[src/rtl/ethernet_tx_arbiter_pkg.sv]
// Shared constants and types for the transmit arbiter and its halfword packer.
// EtherType tags, FSM encoding and default sizing parameters.
package ethernet_tx_arbiter_pkg;

    localparam logic [15:0] ETH_TYPE_ARP = 16'h0806;
    localparam logic [15:0] ETH_TYPE_IP  = 16'h0800;

    localparam int unsigned DEFAULT_IFG     = 3;
    localparam int unsigned DEFAULT_MAXHALF = 750;

    localparam int unsigned HALF_W = 16;
    localparam int unsigned WORD_W = 32;

    typedef enum logic [1:0] {
        IDLE,
        PASS,
        DRAIN,
        GAP
    } arb_state_t;

    function automatic logic [15:0] eth_type(input logic is_ip);
        return is_ip ? ETH_TYPE_IP : ETH_TYPE_ARP;
    endfunction

endpackage

[src/rtl/ethernet_tx_arbiter_if.sv]
// Bundle of ARP/IP engine handshakes and the packed word stream to the MAC framer.
// master: the arbiter side; slave: the engines and MAC framer.
interface ethernet_tx_arbiter_if;

    logic        arpreq;
    logic        arpgrant;
    logic        arpvalid;
    logic        arpeof;
    logic [15:0] arpdata;
    logic        arpready;

    logic        ipreq;
    logic        ipgrant;
    logic        ipvalid;
    logic        ipeof;
    logic [15:0] ipdata;
    logic        ipready;

    logic        macready;
    logic        validout;
    logic        sofout;
    logic        eofout;
    logic [31:0] dataout;
    logic        oddout;
    logic [15:0] typeout;
    logic        lenerr;

    modport master (
        input  arpreq, arpvalid, arpeof, arpdata,
        input  ipreq, ipvalid, ipeof, ipdata,
        input  macready,
        output arpgrant, arpready, ipgrant, ipready,
        output validout, sofout, eofout, dataout, oddout, typeout, lenerr
    );

    modport slave (
        output arpreq, arpvalid, arpeof, arpdata,
        output ipreq, ipvalid, ipeof, ipdata,
        output macready,
        input  arpgrant, arpready, ipgrant, ipready,
        input  validout, sofout, eofout, dataout, oddout, typeout, lenerr
    );

endinterface

[src/rtl/ethernet_tx_arbiter_halfword_packer.sv]
// Packs a 16-bit halfword stream into 32-bit words (first halfword low) with sof/eof/odd flags.
// The output word is held while valid and not accepted downstream.
module halfword_packer
    import ethernet_tx_arbiter_pkg::*;
(
    input  logic              clock,
    input  logic              reset,
    input  logic              in_valid,
    input  logic [HALF_W-1:0] in_data,
    input  logic              in_last,
    input  logic              out_ready,
    output logic              out_valid,
    output logic              out_sof,
    output logic              out_eof,
    output logic              out_odd,
    output logic [WORD_W-1:0] out_data
);

    logic              have_hold;
    logic [HALF_W-1:0] hold;
    logic              first_pending;
    logic              emit;
    logic              consume;

    // A word leaves on the second halfword, or early when the frame ends on an even slot.
    assign emit    = in_valid && (have_hold || in_last);
    assign consume = out_valid && out_ready;

    always_ff @(posedge clock or posedge reset) begin
        if (reset) begin
            have_hold     <= 1'b0;
            hold          <= '0;
            first_pending <= 1'b1;
            out_valid     <= 1'b0;
            out_sof       <= 1'b0;
            out_eof       <= 1'b0;
            out_odd       <= 1'b0;
            out_data      <= '0;
        end else begin
            if (in_valid) begin
                have_hold <= !have_hold && !in_last;
                if (!have_hold) begin
                    hold <= in_data;
                end
            end

            if (emit) begin
                out_valid     <= 1'b1;
                out_sof       <= first_pending;
                out_eof       <= in_last;
                out_odd       <= !have_hold;
                out_data      <= have_hold ? {in_data, hold} : {{HALF_W{1'b0}}, in_data};
                first_pending <= in_last;
            end else if (consume) begin
                out_valid <= 1'b0;
                out_sof   <= 1'b0;
                out_eof   <= 1'b0;
                out_odd   <= 1'b0;
                out_data  <= '0;
            end
        end
    end

endmodule

[src/rtl/ethernet_tx_arbiter.sv]
// Round-robin arbiter sharing the transmit framer between the ARP and IP engines.
// Tags frames with EtherType, enforces the inter-frame gap and truncates at MAXHALF.
module ethernet_tx_arbiter
    import ethernet_tx_arbiter_pkg::*;
#(
    parameter int unsigned IFG_CYCLES = DEFAULT_IFG,
    parameter int unsigned MAXHALF    = DEFAULT_MAXHALF
) (
    input  logic clock,
    input  logic reset,
    ethernet_tx_arbiter_if.master bus
);

    localparam int unsigned     HCW       = $clog2(MAXHALF + 1);
    localparam logic [HCW-1:0]  LAST_HALF = HCW'(MAXHALF - 1);
    localparam logic [3:0]      GAP_LAST  = 4'(IFG_CYCLES - 1);

    arb_state_t state;
    arb_state_t state_next;

    logic           last_ip;
    logic           owner_ip;
    logic [HCW-1:0] hcount;
    logic [3:0]     gap_cnt;

    logic        any_req;
    logic        pick_ip;
    logic        src_valid;
    logic        src_eof;
    logic [15:0] src_data;
    logic        src_ready;
    logic        accept;
    logic        trunc;

    assign any_req = bus.arpreq || bus.ipreq;
    // On a conflict the engine not served last wins; a lone requester always wins.
    assign pick_ip = bus.ipreq && (!bus.arpreq || !last_ip);

    assign src_valid = owner_ip ? bus.ipvalid : bus.arpvalid;
    assign src_eof   = owner_ip ? bus.ipeof   : bus.arpeof;
    assign src_data  = owner_ip ? bus.ipdata  : bus.arpdata;

    assign accept = (state == PASS) && src_valid && src_ready;
    assign trunc  = accept && !src_eof && (hcount == LAST_HALF);

    always_ff @(posedge clock or posedge reset) begin
        if (reset) begin
            state <= IDLE;
        end else begin
            state <= state_next;
        end
    end

    always_comb begin
        state_next = state;
        case (state)
            IDLE:    if (any_req) state_next = PASS;
            PASS:    if (trunc) state_next = DRAIN;
                     else if (accept && src_eof) state_next = GAP;
            DRAIN:   if (src_valid && src_eof) state_next = GAP;
            GAP:     if (!bus.validout && gap_cnt == GAP_LAST) state_next = IDLE;
            default: state_next = IDLE;
        endcase
    end

    always_comb begin
        src_ready = 1'b0;
        case (state)
            PASS:    src_ready = !bus.validout || bus.macready;
            DRAIN:   src_ready = 1'b1;
            default: src_ready = 1'b0;
        endcase
        bus.arpgrant = (state == PASS) && !owner_ip;
        bus.ipgrant  = (state == PASS) && owner_ip;
        bus.arpready = src_ready && !owner_ip;
        bus.ipready  = src_ready && owner_ip;
    end

    always_ff @(posedge clock or posedge reset) begin
        if (reset) begin
            last_ip     <= 1'b1;
            owner_ip    <= 1'b0;
            hcount      <= '0;
            gap_cnt     <= '0;
            bus.typeout <= '0;
            bus.lenerr  <= 1'b0;
        end else begin
            bus.lenerr <= trunc;

            if (state == IDLE && any_req) begin
                owner_ip    <= pick_ip;
                last_ip     <= pick_ip;
                bus.typeout <= eth_type(pick_ip);
                hcount      <= '0;
            end else if (accept) begin
                hcount <= hcount + 1'b1;
            end

            // The gap only runs once the final word has left the output register.
            if (state == GAP) begin
                if (!bus.validout) begin
                    gap_cnt <= gap_cnt + 4'd1;
                end
            end else begin
                gap_cnt <= '0;
            end
        end
    end

    halfword_packer u_packer (
        .clock     (clock),
        .reset     (reset),
        .in_valid  (accept),
        .in_data   (src_data),
        .in_last   (src_eof || trunc),
        .out_ready (bus.macready),
        .out_valid (bus.validout),
        .out_sof   (bus.sofout),
        .out_eof   (bus.eofout),
        .out_odd   (bus.oddout),
        .out_data  (bus.dataout)
    );

endmodule

[src/flat_wrapper.sv]
// flat-port wrapper written by rule: the top's interface ports become plain ports
module ethernet_tx_arbiter_flat import ethernet_tx_arbiter_pkg::*;
#(
    parameter int unsigned IFG_CYCLES = DEFAULT_IFG,
    parameter int unsigned MAXHALF    = DEFAULT_MAXHALF
)
  (clock, reset, bus_arpreq, bus_arpvalid, bus_arpeof, bus_arpdata, bus_ipreq, bus_ipvalid, bus_ipeof, bus_ipdata, bus_macready, bus_arpgrant, bus_arpready, bus_ipgrant, bus_ipready, bus_validout, bus_sofout, bus_eofout, bus_dataout, bus_oddout, bus_typeout, bus_lenerr);
  ethernet_tx_arbiter_if bus_i ();
  input  logic clock;
  input  logic reset;
  input wire logic [$bits(bus_i.arpreq)-1:0] bus_arpreq;
  input wire logic [$bits(bus_i.arpvalid)-1:0] bus_arpvalid;
  input wire logic [$bits(bus_i.arpeof)-1:0] bus_arpeof;
  input wire logic [$bits(bus_i.arpdata)-1:0] bus_arpdata;
  input wire logic [$bits(bus_i.ipreq)-1:0] bus_ipreq;
  input wire logic [$bits(bus_i.ipvalid)-1:0] bus_ipvalid;
  input wire logic [$bits(bus_i.ipeof)-1:0] bus_ipeof;
  input wire logic [$bits(bus_i.ipdata)-1:0] bus_ipdata;
  input wire logic [$bits(bus_i.macready)-1:0] bus_macready;
  output wire logic [$bits(bus_i.arpgrant)-1:0] bus_arpgrant;
  output wire logic [$bits(bus_i.arpready)-1:0] bus_arpready;
  output wire logic [$bits(bus_i.ipgrant)-1:0] bus_ipgrant;
  output wire logic [$bits(bus_i.ipready)-1:0] bus_ipready;
  output wire logic [$bits(bus_i.validout)-1:0] bus_validout;
  output wire logic [$bits(bus_i.sofout)-1:0] bus_sofout;
  output wire logic [$bits(bus_i.eofout)-1:0] bus_eofout;
  output wire logic [$bits(bus_i.dataout)-1:0] bus_dataout;
  output wire logic [$bits(bus_i.oddout)-1:0] bus_oddout;
  output wire logic [$bits(bus_i.typeout)-1:0] bus_typeout;
  output wire logic [$bits(bus_i.lenerr)-1:0] bus_lenerr;
  assign bus_i.arpreq = bus_arpreq;
  assign bus_i.arpvalid = bus_arpvalid;
  assign bus_i.arpeof = bus_arpeof;
  assign bus_i.arpdata = bus_arpdata;
  assign bus_i.ipreq = bus_ipreq;
  assign bus_i.ipvalid = bus_ipvalid;
  assign bus_i.ipeof = bus_ipeof;
  assign bus_i.ipdata = bus_ipdata;
  assign bus_i.macready = bus_macready;
  assign bus_arpgrant = bus_i.arpgrant;
  assign bus_arpready = bus_i.arpready;
  assign bus_ipgrant = bus_i.ipgrant;
  assign bus_ipready = bus_i.ipready;
  assign bus_validout = bus_i.validout;
  assign bus_sofout = bus_i.sofout;
  assign bus_eofout = bus_i.eofout;
  assign bus_dataout = bus_i.dataout;
  assign bus_oddout = bus_i.oddout;
  assign bus_typeout = bus_i.typeout;
  assign bus_lenerr = bus_i.lenerr;
  ethernet_tx_arbiter #(.IFG_CYCLES(IFG_CYCLES), .MAXHALF(MAXHALF)) u_core (.clock(clock), .reset(reset), .bus(bus_i));
endmodule
[config.mk]
export PLATFORM = sky130hd
export DESIGN_NAME = ethernet_tx_arbiter_flat
export DESIGN_NICKNAME = d
export VERILOG_FILES = /design/src/rtl/ethernet_tx_arbiter_pkg.sv /design/src/rtl/ethernet_tx_arbiter_if.sv /design/src/rtl/ethernet_tx_arbiter_halfword_packer.sv /design/src/rtl/ethernet_tx_arbiter.sv /design/src/flat_wrapper.sv
export SDC_FILE = /design/constraint.sdc
export NUM_CORES = 1
export LEC_CHECK = 0
export ABC_AREA = 1
export BUFFER_PORTS_ARGS = -buffer_cell sky130_fd_sc_hd__buf_2
export CORE_MARGIN = 3
export CORE_UTILIZATION = 40
export CTS_BUF_LIST = sky130_fd_sc_hd__clkbuf_8
export CTS_CLUSTER_SIZE = 24
export DETAILED_ROUTE_END_ITERATION = 8
export GPL_TIMING_DRIVEN = 0
export RECOVER_POWER = 25
export SYNTH_ARGS = -nofsm -noshare
export SYNTH_HDL_FRONTEND = slang
export SYNTH_SLANG_ARGS = --single-unit
[constraint.sdc]
create_clock -name clock -period 2.7 [get_ports clock]
set_input_delay 0 -clock clock [delete_from_list [all_inputs] [get_ports clock]]
set_output_delay 0 -clock clock [all_outputs]
set_load 0.05 [all_outputs]
---- After elaboration in Yosys (flattened, before gate mapping) ----
Cells that the tools add are included.
Widths: inputs -> output; s select.
storage, ports and cells
  flip-flop bits (word level) ............. 89
  input port bits ......................... 41
  word-level logic and storage cells ...... 84
operators by class
  $add $sub $neg .......................... 2
  eq/ne operators ......................... 10
  mux-type cells .......................... 23
  bitwise gates (word level) .............. 1
  reductions and logical operators ........ 33
operators by type and width
  operator               number
  $mux 32                3
  $mux 10                2
  $logic_and 1x1->1      16
  $mux 16                1
  $add 10x1->10 const B  1
  $eq 10x10->1 const B   1
  $mux 2                 5
  $mux 4                 2
  $pmux 2 s4             1
  $logic_not 1->1        7
  $mux 1                 7
  $ne 2x1->1 const B     3
  $logic_or 1x1->1       5
  $add 4x1->4 const B    1
  $eq 2x2->1 const B     2
  $eq 4x2->1 const B     1
  $reduce_and 4->1       1
  $reduce_bool 2->1      2
  $mux 3                 1
  $ne 3x1->1 const B     1
  $eq 2x1->1 const B     1
  $logic_not 2->1        1
  $ne 2x2->1 const B     1
  $pmux 1 s2             1
  other kinds (2)        2

---- Longest topological paths before layout ----
Gate-level depths: netlist (run 1).
  word-level depth ........................ 10
  gate-level depth with buffers ........... 13

---- Hierarchy ----
From an unflattened synthesis (run 1), not the netlist that was laid out.
unflattened totals
  cells, all modules ...................... 522
  area total of the unflattened synthesis .. 3983.8 µm²
modules (own cells, without submodules)
  module               times used  cells an instance  area an instance (µm²)  sequential area each (µm²)
  halfword_packer      1           272                2367.3                  1352.5
  ethernet_tx_arbiter  1           250                1616.6                  526.8

---- Worst setup path after synthesis (run 1) ----
No wires, ideal clock.
  path kind ............................... register to register
  start ................................... register u_core.u_packer.out_valid
  end ..................................... register u_core.u_packer.hold[5]
  setup time .............................. 0.133 ns
  arrival time ............................ 1.582 ns
  path slack .............................. 0.986 ns
  cell stages (with the launch flop) ...... 9
  buffers on the path ..................... 1
  clock period less this slack ............ 1.714 ns
  path through ............................ dfrtp_1 -> nand2_1 -> nand2_1 -> nand2_1 -> nand2_1 -> nor2_4 -> nand2_1 -> clkbuf_1 -> o21ai_0
on the way
  word-level cells in the longest chain between the ends .. 5
ends and longest elaborated chain
  item                               RTL line                                   text
  start: declaration                 ethernet_tx_arbiter_halfword_packer.sv:12  output logic out_valid,
  start signal: assignment           ethernet_tx_arbiter_halfword_packer.sv:34  out_valid <= 1'b0;
  start signal: assignment           ethernet_tx_arbiter_halfword_packer.sv:48  out_valid <= 1'b1;
  start signal: assignment           ethernet_tx_arbiter_halfword_packer.sv:55  out_valid <= 1'b0;
  $logic_not 1->1                    ethernet_tx_arbiter.sv:69                  PASS: src_ready = !bus.validout || bus.macready;
  $logic_or 1x1->1                   ethernet_tx_arbiter.sv:69
  $pmux 1 s2                         ethernet_tx_arbiter.sv:68                  case (state)
  $logic_and 1x1->1                  ethernet_tx_arbiter.sv:43                  assign accept = (state == PASS) && src_valid && src_ready;
  $reduce_and 2->1 (no source line)  n/a
  end signal: assignment             ethernet_tx_arbiter_halfword_packer.sv:43  hold <= in_data;
  end: declaration                   ethernet_tx_arbiter_halfword_packer.sv:20  logic [HALF_W-1:0] hold;
Every way passes these cells.
A chain may end at the register's enable or synchronous reset.

---- Worst setup path in the final report (run 1) ----
  start ................................... register u_core.state[1]
  end ..................................... register u_core.u_packer.out_data[11]
on the way
  word-level cells in the longest chain between the ends .. 9
  elaborated cells on any way between the ends .. 12
  classes of those cells .................. 2 x eq/ne; 2 x mux; 8 x reduce/logical
ends and longest elaborated chain
  item                                             RTL line                                              text
  start: declaration                               ethernet_tx_arbiter.sv:18                             arb_state_t state;
  start signal: assignment                         ethernet_tx_arbiter.sv:50                             state <= state_next;
  $eq 2x2->1 or $eq 2x1->1 (tied branches)         ethernet_tx_arbiter.sv:68, ethernet_tx_arbiter.sv:43
  $pmux 1 s2 or $logic_and 1x1->1 (tied branches)  ethernet_tx_arbiter.sv:68, ethernet_tx_arbiter.sv:43
  $logic_and 1x1->1 *                              ethernet_tx_arbiter.sv:43
  $logic_and 1x1->1 (2 in series)                  ethernet_tx_arbiter.sv:44                             assign trunc = accept && !src_eof && (hcount == LAST_HALF);
  $logic_or 1x1->1                                 ethernet_tx_arbiter.sv:115                            .in_last (src_eof || trunc),
  $logic_or 1x1->1                                 ethernet_tx_arbiter_halfword_packer.sv:26             assign emit = in_valid && (have_hold || in_last);
  $logic_and 1x1->1 *                              ethernet_tx_arbiter_halfword_packer.sv:26
  $mux 32 or $reduce_bool 2->1 (tied branches)     n/a
  end signal: assignment                           ethernet_tx_arbiter_halfword_packer.sv:52             out_data <= have_hold ? {in_data, hold} : {{HALF_W{1'b0}}, in_data};
  end: declaration                                 ethernet_tx_arbiter_halfword_packer.sv:16             output logic [WORD_W-1:0] out_data
Mark *: on every way between the ends. The rest lies on a longest branch, timed or not.

==> results of run 1 <==
[critical path: stages (launching register included)]
cell     delay, ns
dfrtp_1       0.43
inv_1         0.11
ha_1          0.25
nand2_1       0.08
nand2_1       0.10
nand2_1       0.12
nor2_4        0.20
buf_1         0.42
nand3_1       0.19
nand2_1       0.10
[power groups by stage]
stage / logic [mW] / clock network, mW / registers [mW]
6_report: 2.92 / 1.08 / 1.81
5_1_grt: 3.19 / 1.14 / 1.87
4_1_cts: 2.94 / 1.10 / 1.81
3_5_place_dp: 2.92 / 0 / 1.83
3_3_place_gp: 2.87 / 0 / 1.82
2_1_floorplan: 1.44 / 0 / 2.61
[worst paths after layout]
check                                        from                           end  slack [ns]  cells past startpoint
setup / recovery                  u_core.state[1]  u_core.u_packer.out_data[11]        0.63                      9
hold reg to reg            u_core.bus.typeout[11]        u_core.bus.typeout[11]        0.46                      1
max in group asynchronous                   reset               u_core.owner_ip        0.65                      4
min in group asynchronous                   reset             u_core.gap_cnt[2]        0.10                      3
setup reg to reg                  u_core.state[1]  u_core.u_packer.out_data[11]        0.63                      9
hold / removal                     bus_arpdata[3]       u_core.u_packer.hold[3]        0.01                      3
[cell families (layout without fill, tap and decap cells)]
group           Yosys count  after routing
other cells               1             13
fa+ha+maj                 8              8
mux                      16             16
buf+inv                  66            171
flops                    75             75
xor+xnor                  3              3
simple gates            248            248
compound gates           56             56
[per-layer routing]
layer	vias up	share of wire (%)
li1	1741	-
met1	1671	47
met2	106	45
met3	7	7.1
met4	0	0.74
met5	-	0
[metrics by stage]
step / TNS (ns) / total power [mW] / instance area, µm² / utilization, %
6_report: 0 / 5.81 / 4860 / 51.7
3_3_place_gp: -15.88 / 4.70 / 4570 / 48.5
4_1_cts: 0 / 5.86 / 4890 / 51.9
2_1_floorplan: 0 / 4.04 / 3990 / -
5_1_grt: 0 / 6.21 / 4860 / 51.7
3_5_place_dp: 0 / 4.76 / 4600 / 48.8
[state kept, by name, summed over array words and instances (netlist names)]
name	flops
u_core.u_packer.have_hold	1
u_core.u_packer.out_sof	1
u_core.bus.lenerr	1
u_core.u_packer.out_valid	1
u_core.u_packer.out_eof	1
u_core.u_packer.first_pending	1
u_core.last_ip	1
u_core.u_packer.hold	16
u_core.owner_ip	1
u_core.gap_cnt	4
u_core.u_packer.out_odd	1
u_core.state	2
u_core.hcount	10
u_core.bus.typeout	2
u_core.u_packer.out_data	32
[layout make-up]
| class | instances | area, µm² |
|---|---|---|
| Inverter | 30 | 114 |
| Tap cell | 129 | 161 |
| Clock inverter | 6 | 111 |
| Fill cell | 897 | 4550 |
| Sequential cell | 75 | 1880 |
| Multi-Input combinational cell | 344 | 1770 |
| Timing Repair Buffer | 89 | 465 |
| Clock buffer | 10 | 138 |
| Buffer | 36 | 223 |
[synthesized netlist by cell type]
master / instances / area (µm²)
nand2_1: 132 / 495
dfrtp_1: 73 / 1830
nand3_1: 49 / 245
o21ai_0: 40 / 200
nor2_1: 34 / 128
inv_1: 25 / 93.8
nand3_2: 17 / 170
buf_4: 16 / 120
mux2i_1: 16 / 160
clkbuf_1: 10 / 37.5
ha_1: 8 / 100
o21ai_1: 6 / 30.0
a21oi_1: 5 / 25.0
nand4_1: 5 / 31.3
nor3_1: 5 / 25.0
buf_2: 4 / 20.0
inv_2: 4 / 15.0
buf_1: 3 / 11.3
buf_6: 3 / 33.8
xor2_1: 3 / 26.3
dfstp_2: 2 / 52.6
nand2_2: 2 / 12.5
o31ai_1: 2 / 15.0
a211oi_1: 1 / 7.51
clkinv_1: 1 / 3.75
conb_1: 1 / 3.75
nand2_4: 1 / 11.3
nor2_2: 1 / 6.26
nor2_4: 1 / 11.3
o21a_1: 1 / 7.51
o21ai_2: 1 / 8.76
or2_2: 1 / 6.26
==> results_dict.tcl, run 1 <==
set metrics [dict create \
    cts_setup_buffers 0 \
    drive_gt1_share_pct 26.3 \
    period_share_pct 76.6 \
    dieArea_um2 11100 \
    synth_mux_area_share_pct 4.06 \
    start_kind "register" \
    vias 3525 \
    violations "capacitance limit, slew limit" \
    grt_max_degree 72 \
    hp-class "in2reg" \
    cts_buffers 9 \
    gr-usage-met3_pct 2.94 \
    cts_resized 0 \
    start_util_pct 41.9 \
    end_kind "register" \
    setup_ws_ns 0.632 \
    worstPathArrival_ns 2.35 \
    drc 0 \
    dp_slack_ns 0.674 \
    die_h_um 105 \
    yosys.area_share.xor_xnor_pct 0.667 \
    finClkSkew_ns 0.0111 \
    seq_area_frac_synth_pct 47.7 \
    outcome "finished, violations left" \
    power.density_nw_per_um2 1190 \
    maxSlewViolCount 72 \
    cap_violations 1 \
    worst-path-max-fanout 10 \
    rsz0062_at_grt "false" \
    grt_pass1_wl_mm 16.2 \
    layout.cells.non_filler 719 \
    synth_top_family_by_area "simple AND/OR/NAND/NOR gates" \
    wl_per_cell_um 13.8 \
    p_leak_nw 2.57 \
    finalCriticalPeriod_ns 2.07 \
    antenna_found_initial 0 \
    synth_area_um2 3940 \
    nets 634 \
    cts_sinks 75 \
    worst_pin_slew_ns 1.78 \
    maxSlewHeadroom_pct -18.6 \
    core_um2 9420 \
    path_clk_slew_ns 0.09 \
    crit_type "reg2reg" \
    whs_ns 0.0147 \
    setup_viol 0 \
    clkPwrFrac_pct 18.5 \
    peakVddDrop_mv 0.496 \
    grt_use_total_pct 18.0 \
    diodes 0 \
    ys_ff_latch 75 \
    syn_avg_cell_area_um2 8.33 \
    synthCells 473 \
    hold_buffers 4 \
    grtUsageMet1_pct 26.4 \
    fmax_ghz 0.484 \
    gp_congestion 0.829 \
    grt_use_met2_pct 27.1 \
    gr-total-overflow 0 \
    dp_hpwl_mm 7.32 \
    dr.pass1.iters 4 \
    io_pins 98 \
    area_growth_pct 23.4 \
    grt_pass1_vias 3258 \
    clockBufferDepth 2 \
    combPwrFrac_pct 50.3 \
    viasPerCell 4.90 \
    post-place-cells 699 \
    busiest_layer "met2" \
    hold_viol 0 \
    final_common_cell "nand2_1" \
    p_sw_share_pct 48.8 \
    p_switching_mw 2.84 \
    synth_compound_area_share_pct 7.46 \
    synth_fa_ha_area_share_pct 2.54 \
    synth-simple-area-share_pct 29.0 \
    ant_nets 0 \
    rows 35 \
    drt_iter0_drc 185 \
    layout_common_cells "nand2_1 (132), buf_2 (88), dfrtp_1 (73)" \
    io_buffers 84 \
    intPower_mw 2.97 \
    htreeDepth 3 \
    pwr-share-seq_pct 31.2 \
    cts_tree "yes" \
    finalWirelength_mm 9.93 \
    cp.required_ns 2.99 \
    chipWidth_um 105 \
    clk_latency_ns 0.35 \
    synth.distinct_cells 32 \
    ys_warn_count 0 \
    root_buffer "clkbuf_8" \
]
Note: power is estimated with default switching activity, not from simulation.
==> inputs of run 2 (changes only) <==
PLACE_DENSITY = 0.65   (was unset)
clock period = 1.89 ns   (was 2.7 ns; I/O delays follow)
==> run 2 against run 1 <==
Against the previous run: the flow finishes with violations (hold timing); count of clock-buffer cells in the layout fell by 1; die area did not move; worst hold slack got worse by 0.019 ns; via count rose by 2.1%; wire length rose by 0.60%; critical path type unchanged.
==> results_dict.tcl, run 2 (synthesized netlist as in run 1, its figures left out) <==
set metrics [dict create \
    area_growth_pct 26.2 \
    layout.cells.non_filler 734 \
    whs_ns -0.00460 \
    grt_pass1_vias 3355 \
    dieArea_um2 11100 \
    worstPathArrival_ns 2.06 \
    finClkSkew_ns 0.0166 \
    drive_gt1_share_pct 26.4 \
    cap_violations 0 \
    drt_iter0_drc 172 \
    worstSetupStartpoint "u_core.owner_ip" \
    outcome "finished, violations left" \
    maxSlewViolCount 0 \
    start_kind "register" \
    violations "hold timing" \
    worst_pin_slew_ns 0.884 \
    clk_latency_ns 0.36 \
    maxSlewHeadroom_pct 40.9 \
    cts_tree "yes" \
    worst-path-max-fanout 10 \
    grt_max_degree 41 \
    hp-class "in2reg" \
    layout_common_cells "nand2_1 (129), dfrtp_1 (71), buf_2 (65)" \
    top_register "u_core.u_packer.out_data" \
    diodes 0 \
    cp.required_ns 2.15 \
    hp-start "bus_arpdata[9]" \
    setup_tns_ns 0 \
    wl_per_cell_um 13.6 \
    io_buffers 84 \
    path_clk_slew_ns 0.10 \
    viasPerCell 4.90 \
    reg2reg_depth 4 \
    core_um2 9420 \
    fin_util_pct 52.8 \
    cts_buffers 9 \
    dr.pass1.iters 5 \
    largest_registers "u_core.u_packer.out_data (32), u_core.u_packer.hold (16), u_core.hcount (10)" \
    p_total_mw 8.20 \
    rows 35 \
    p_leak_nw 2.55 \
    htreeDepth 3 \
    m1WireLength_mm 4.43 \
    finalCriticalPeriod_ns 1.80 \
    hold_viol 1 \
    clockBufferDepth 2 \
    reg2reg_to "u_core.u_packer.hold[3]" \
    whs_endpoint "u_core.u_packer.hold[9]" \
    gp_congestion 0.858 \
    gr-total-overflow 0 \
    period_share_pct 95.2 \
    dp_hpwl_mm 7.42 \
    die_h_um 105 \
    peakVddDrop_mv 0.724 \
    rsz0062_at_grt "false" \
    antenna_found_initial 0 \
    setup_viol 0 \
    wl_met2_mm 4.76 \
    cts_sinks 75 \
    power.density_nw_per_um2 1650 \
    nets 649 \
    fmax_ghz 0.556 \
    ant_nets 0 \
    grt_use_total_pct 18.5 \
    drc 0 \
    r2r-start "u_core.owner_ip" \
    largest_reg_flops 32 \
    post-place-cells 699 \
    reg2reg_slack_ns 0.09 \
    finalWirelength_mm 9.99 \
    io_pins 98 \
    start_util_pct 41.9 \
    crit_type "reg2reg" \
    holdPathStages 3 \
    root_buffer "clkbuf_8" \
    grt_pass1_wl_mm 16.7 \
    chipWidth_um 105 \
    final_common_cell "nand2_1" \
    vias 3599 \
    end_kind "register" \
    routed.top_layer "met4" \
    wl_met3_um 632 \
]
[run 2: worst max-delay path: stages, from the launching register on]
cell           delay [ns]
dfrtp_1              0.42
buf_4                0.28
mux2i_2              0.33
dlygate4sd3_1        0.61
o21ai_1              0.07
[run 2: layer usage]
metal,vias to the layer above,global-route usage [%]
li1,1771,-
met1,1706,24.9
met2,109,30.1
met3,13,3.74
met4,0,5.53
met5,-,0
[run 2: worst max-delay path by stage]
stage | end | slack, ns
floorplan | u_core.u_packer.hold[5] | 0.18
global placement | u_core.u_packer.hold[6] | -0.1
detailed placement | u_core.u_packer.hold[7] | -0.14
CTS | u_core.u_packer.out_data[22] | 0.009
global route | u_core.u_packer.out_data[24] | 0.006
finish | u_core.u_packer.hold[3] | 0.09
[run 2: layout make-up]
type,instances,area [µm²]
Buffer,36,235
Clock buffer,9,124
Clock inverter,7,60.1
Fill cell,881,4440
Inverter,30,116
Multi-Input combinational cell,344,1820
Sequential cell,75,1880
Tap cell,129,161
Timing Repair Buffer,104,577
[run 2: repair_timing]
item	CTS	global route
endpoints found under the setup margin	52	61
gates resized for setup	8	16
hold buffers	9	0
buffers inserted	2	8
endpoints found under the hold margin	42	0
pin swaps	1	3
[run 2: through the flow]
stage | setup slack (ns) | cell area [µm²]
6_report | 0.0909 | 4970
5_1_grt | 0.00643 | 4970
2_1_floorplan | 0.176 | 3990
3_3_place_gp | -0.0984 | 4570
4_1_cts | 0.00858 | 4900
3_5_place_dp | -0.145 | 4590
[run 2: report_power, final]
part | total [mW] | leakage (nW) | internal [mW] | switching [mW]
Sequential | 2.61 | 0.982 | 2.21 | 0.404
Combinational | 4.42 | 1.47 | 1.26 | 3.16
Clock | 1.17 | 0.0908 | 0.497 | 0.671
==> inputs of run 3 (changes only) <==
CORE_ASPECT_RATIO = 2   (was unset)
RECOVER_POWER = 100   (was 25)
==> run 3 against run 2 <==
Against the previous run: the run now ends clean; die area up 0.65%; total power is 0.67% higher; worst hold slack better by 0.017 ns; global-route usage rose by 0.39 points; count of clock-buffer cells in the layout unchanged; register-to-register slack about the same; sequential share of layout area up 0.12 points; sequential power about the same; clock power grew 13%; first-iteration DRC count increased by 38%; combinational power is 2% lower; highest routed layer unchanged.
==> results_dict.tcl, run 3 (synthesized netlist as in run 1, its figures left out) <==
set metrics [dict create \
    outcome "finished, final reports clean" \
    drc 0 \
    dieArea_um2 11200 \
    hold_viol 0 \
    cts_tree "yes" \
    crit_buf_inv 2 \
    worstPathCellList "inv_1, ha_1, nand2_2, nor2_4, buf_4, nand2_1, o21ai_0, a21oi_1" \
    gp_congestion 0.862 \
    power.density_nw_per_um2 1660 \
    maxSlewHeadroom_pct 41.3 \
    wl_per_cell_um 14.1 \
    worst-path-max-fanout 10 \
    largest_registers "u_core.u_packer.out_data (32), u_core.u_packer.hold (16), u_core.hcount (10)" \
    reg2reg_slack_ns 0.1 \
    finalCriticalPeriod_ns 1.79 \
    top_register "u_core.u_packer.out_data" \
    ant_nets 0 \
    cap_violations 0 \
    grt_max_degree 41 \
    drt_iter0_drc 238 \
    seqCellArea_um2 1880 \
    fmax_ghz 0.558 \
    crit_type "reg2reg" \
    cp_slowest_stage_delay_ns 0.41 \
    antenna_found_initial 0 \
    htreeDepth 3 \
    core_um2 9510 \
    period_share_pct 94.8 \
    worst_pin_slew_ns 0.879 \
    largest_reg_flops 32 \
    peakVddDrop_mv 1.13 \
    root_buffer "clkbuf_8" \
    cts_sinks 75 \
    maxSlewViolCount 0 \
    cpLargestDelayFamily "simple AND/OR/NAND/NOR gates" \
    setup_tns_ns 0 \
    grt_use_total_pct 18.9 \
    rsz0062_at_grt "true" \
    vias 3551 \
    worstPathArrival_ns 2.03 \
    r2r-start "u_core.state[0]" \
    layout_common_cells "nand2_1 (129), dfrtp_1 (70), nand3_1 (49), buf_2 (49), clkbuf_1 (47)" \
    diodes 0 \
    chipWidth_um 76.2 \
    holdPathStages 3 \
    path_clk_slew_ns 0.08 \
    final_area_um2 4960 \
    io_buffers 84 \
    grt_pass1_vias 3549 \
    start_util_pct 41.4 \
    rows 50 \
    gr-total-overflow 0 \
    start_kind "register" \
    drive_gt1_share_pct 23.2 \
    grt_pass1_wl_mm 16.7 \
    p_leak_nw 2.51 \
    whs_endpoint "u_core.u_packer.hold[1]" \
    hp-start "bus_arpdata[1]" \
    clockBufferDepth 2 \
    placed_area_um2 4590 \
    nFillCells 920 \
    viasPerCell 4.84 \
    io_pins 98 \
    area_growth_pct 25.9 \
    final_common_cell "nand2_1" \
    end_kind "register" \
    cts_buffers 9 \
    cp_slowest_cell "dfrtp_2" \
    cp.required_ns 2.13 \
    reg2reg_depth 8 \
    clk_latency_ns 0.35 \
    reg2reg_to "u_core.hcount[2]" \
    finClkSkew_ns 0.00653 \
    finalWirelength_mm 10.4 \
    dp_hpwl_mm 7.91 \
    nets 648 \
    setup_viol 0 \
    multi_input_area_um2 1800 \
    hp-class "in2reg" \
    dr.pass1.iters 4 \
    die_h_um 146 \
]
[run 3: worst max-delay path by stage]
| stage | startpoint | to | cells after the start |
|---|---|---|---|
| 3_3_place_gp | u_core.state[1] | u_core.u_packer.out_data[13] | 9 |
| 4_1_cts | u_core.state[0] | u_core.u_packer.out_data[3] | 9 |
| 3_5_place_dp | u_core.state[1] | u_core.u_packer.out_data[13] | 9 |
| 2_1_floorplan | u_core.u_packer.out_valid | u_core.u_packer.hold[5] | 8 |
| 5_1_grt | u_core.state[1] | u_core.state[1] | 11 |
| 6_report | u_core.state[0] | u_core.hcount[2] | 8 |
[run 3: stage by stage]
step	hold slack, ns	power [mW]	setup slack [ns]	util [%]	cells
finish	0.0121	8.25	0.0973	52.2	734
global route	0.0369	8.81	-0.0155	52.2	734
CTS	0.000969	8.23	0.0263	51.5	723
detailed placement	0.220	6.83	-0.194	48.3	700
global placement	0.318	6.74	-0.179	48.1	699
floorplan	0.148	5.78	0.176	-	485
[run 3: routing by layer]
layer  share of wire, %  global-route usage (%)
met1                 35                    18.6
met2                 57                    36.7
met3                4.1                    3.40
met4                3.5                    9.62
met5                  0                       0
[run 3: timing repair]
action | in CTS | in global routing
hold buffers | 6 | 0
gates resized for setup | 14 | 13
endpoints found under the hold margin | 41 | 0
pin swaps | 1 | 2
setup endpoints to repair | 52 | 52
buffers inserted | 1 | 10
gates cloned | 0 | 1
[run 3: power by group]
group / internal [mW] / switching [mW] / total [mW]
combinational: 1.19 / 3.13 / 4.31
sequential: 2.21 / 0.406 / 2.62
clock: 0.729 / 0.589 / 1.32
total: 4.13 / 4.12 / 8.25
[run 3: worst min-delay path: stages]
cell and delay [ns]:
buf_2 0.08, mux2i_1 0.10, o21ai_1 0.15
[run 3: layout make-up]
cell class              count  share of cell area [%]
flip-flops and latches     75                    38.0
multi-input cells         344                    36.3
repair buffers            103                    10.8
clock buffers               9                    2.50
clock inverters             7                    1.72
inverters                  30                    2.35
plain buffers              36                    5.07
well taps                 130                    3.28
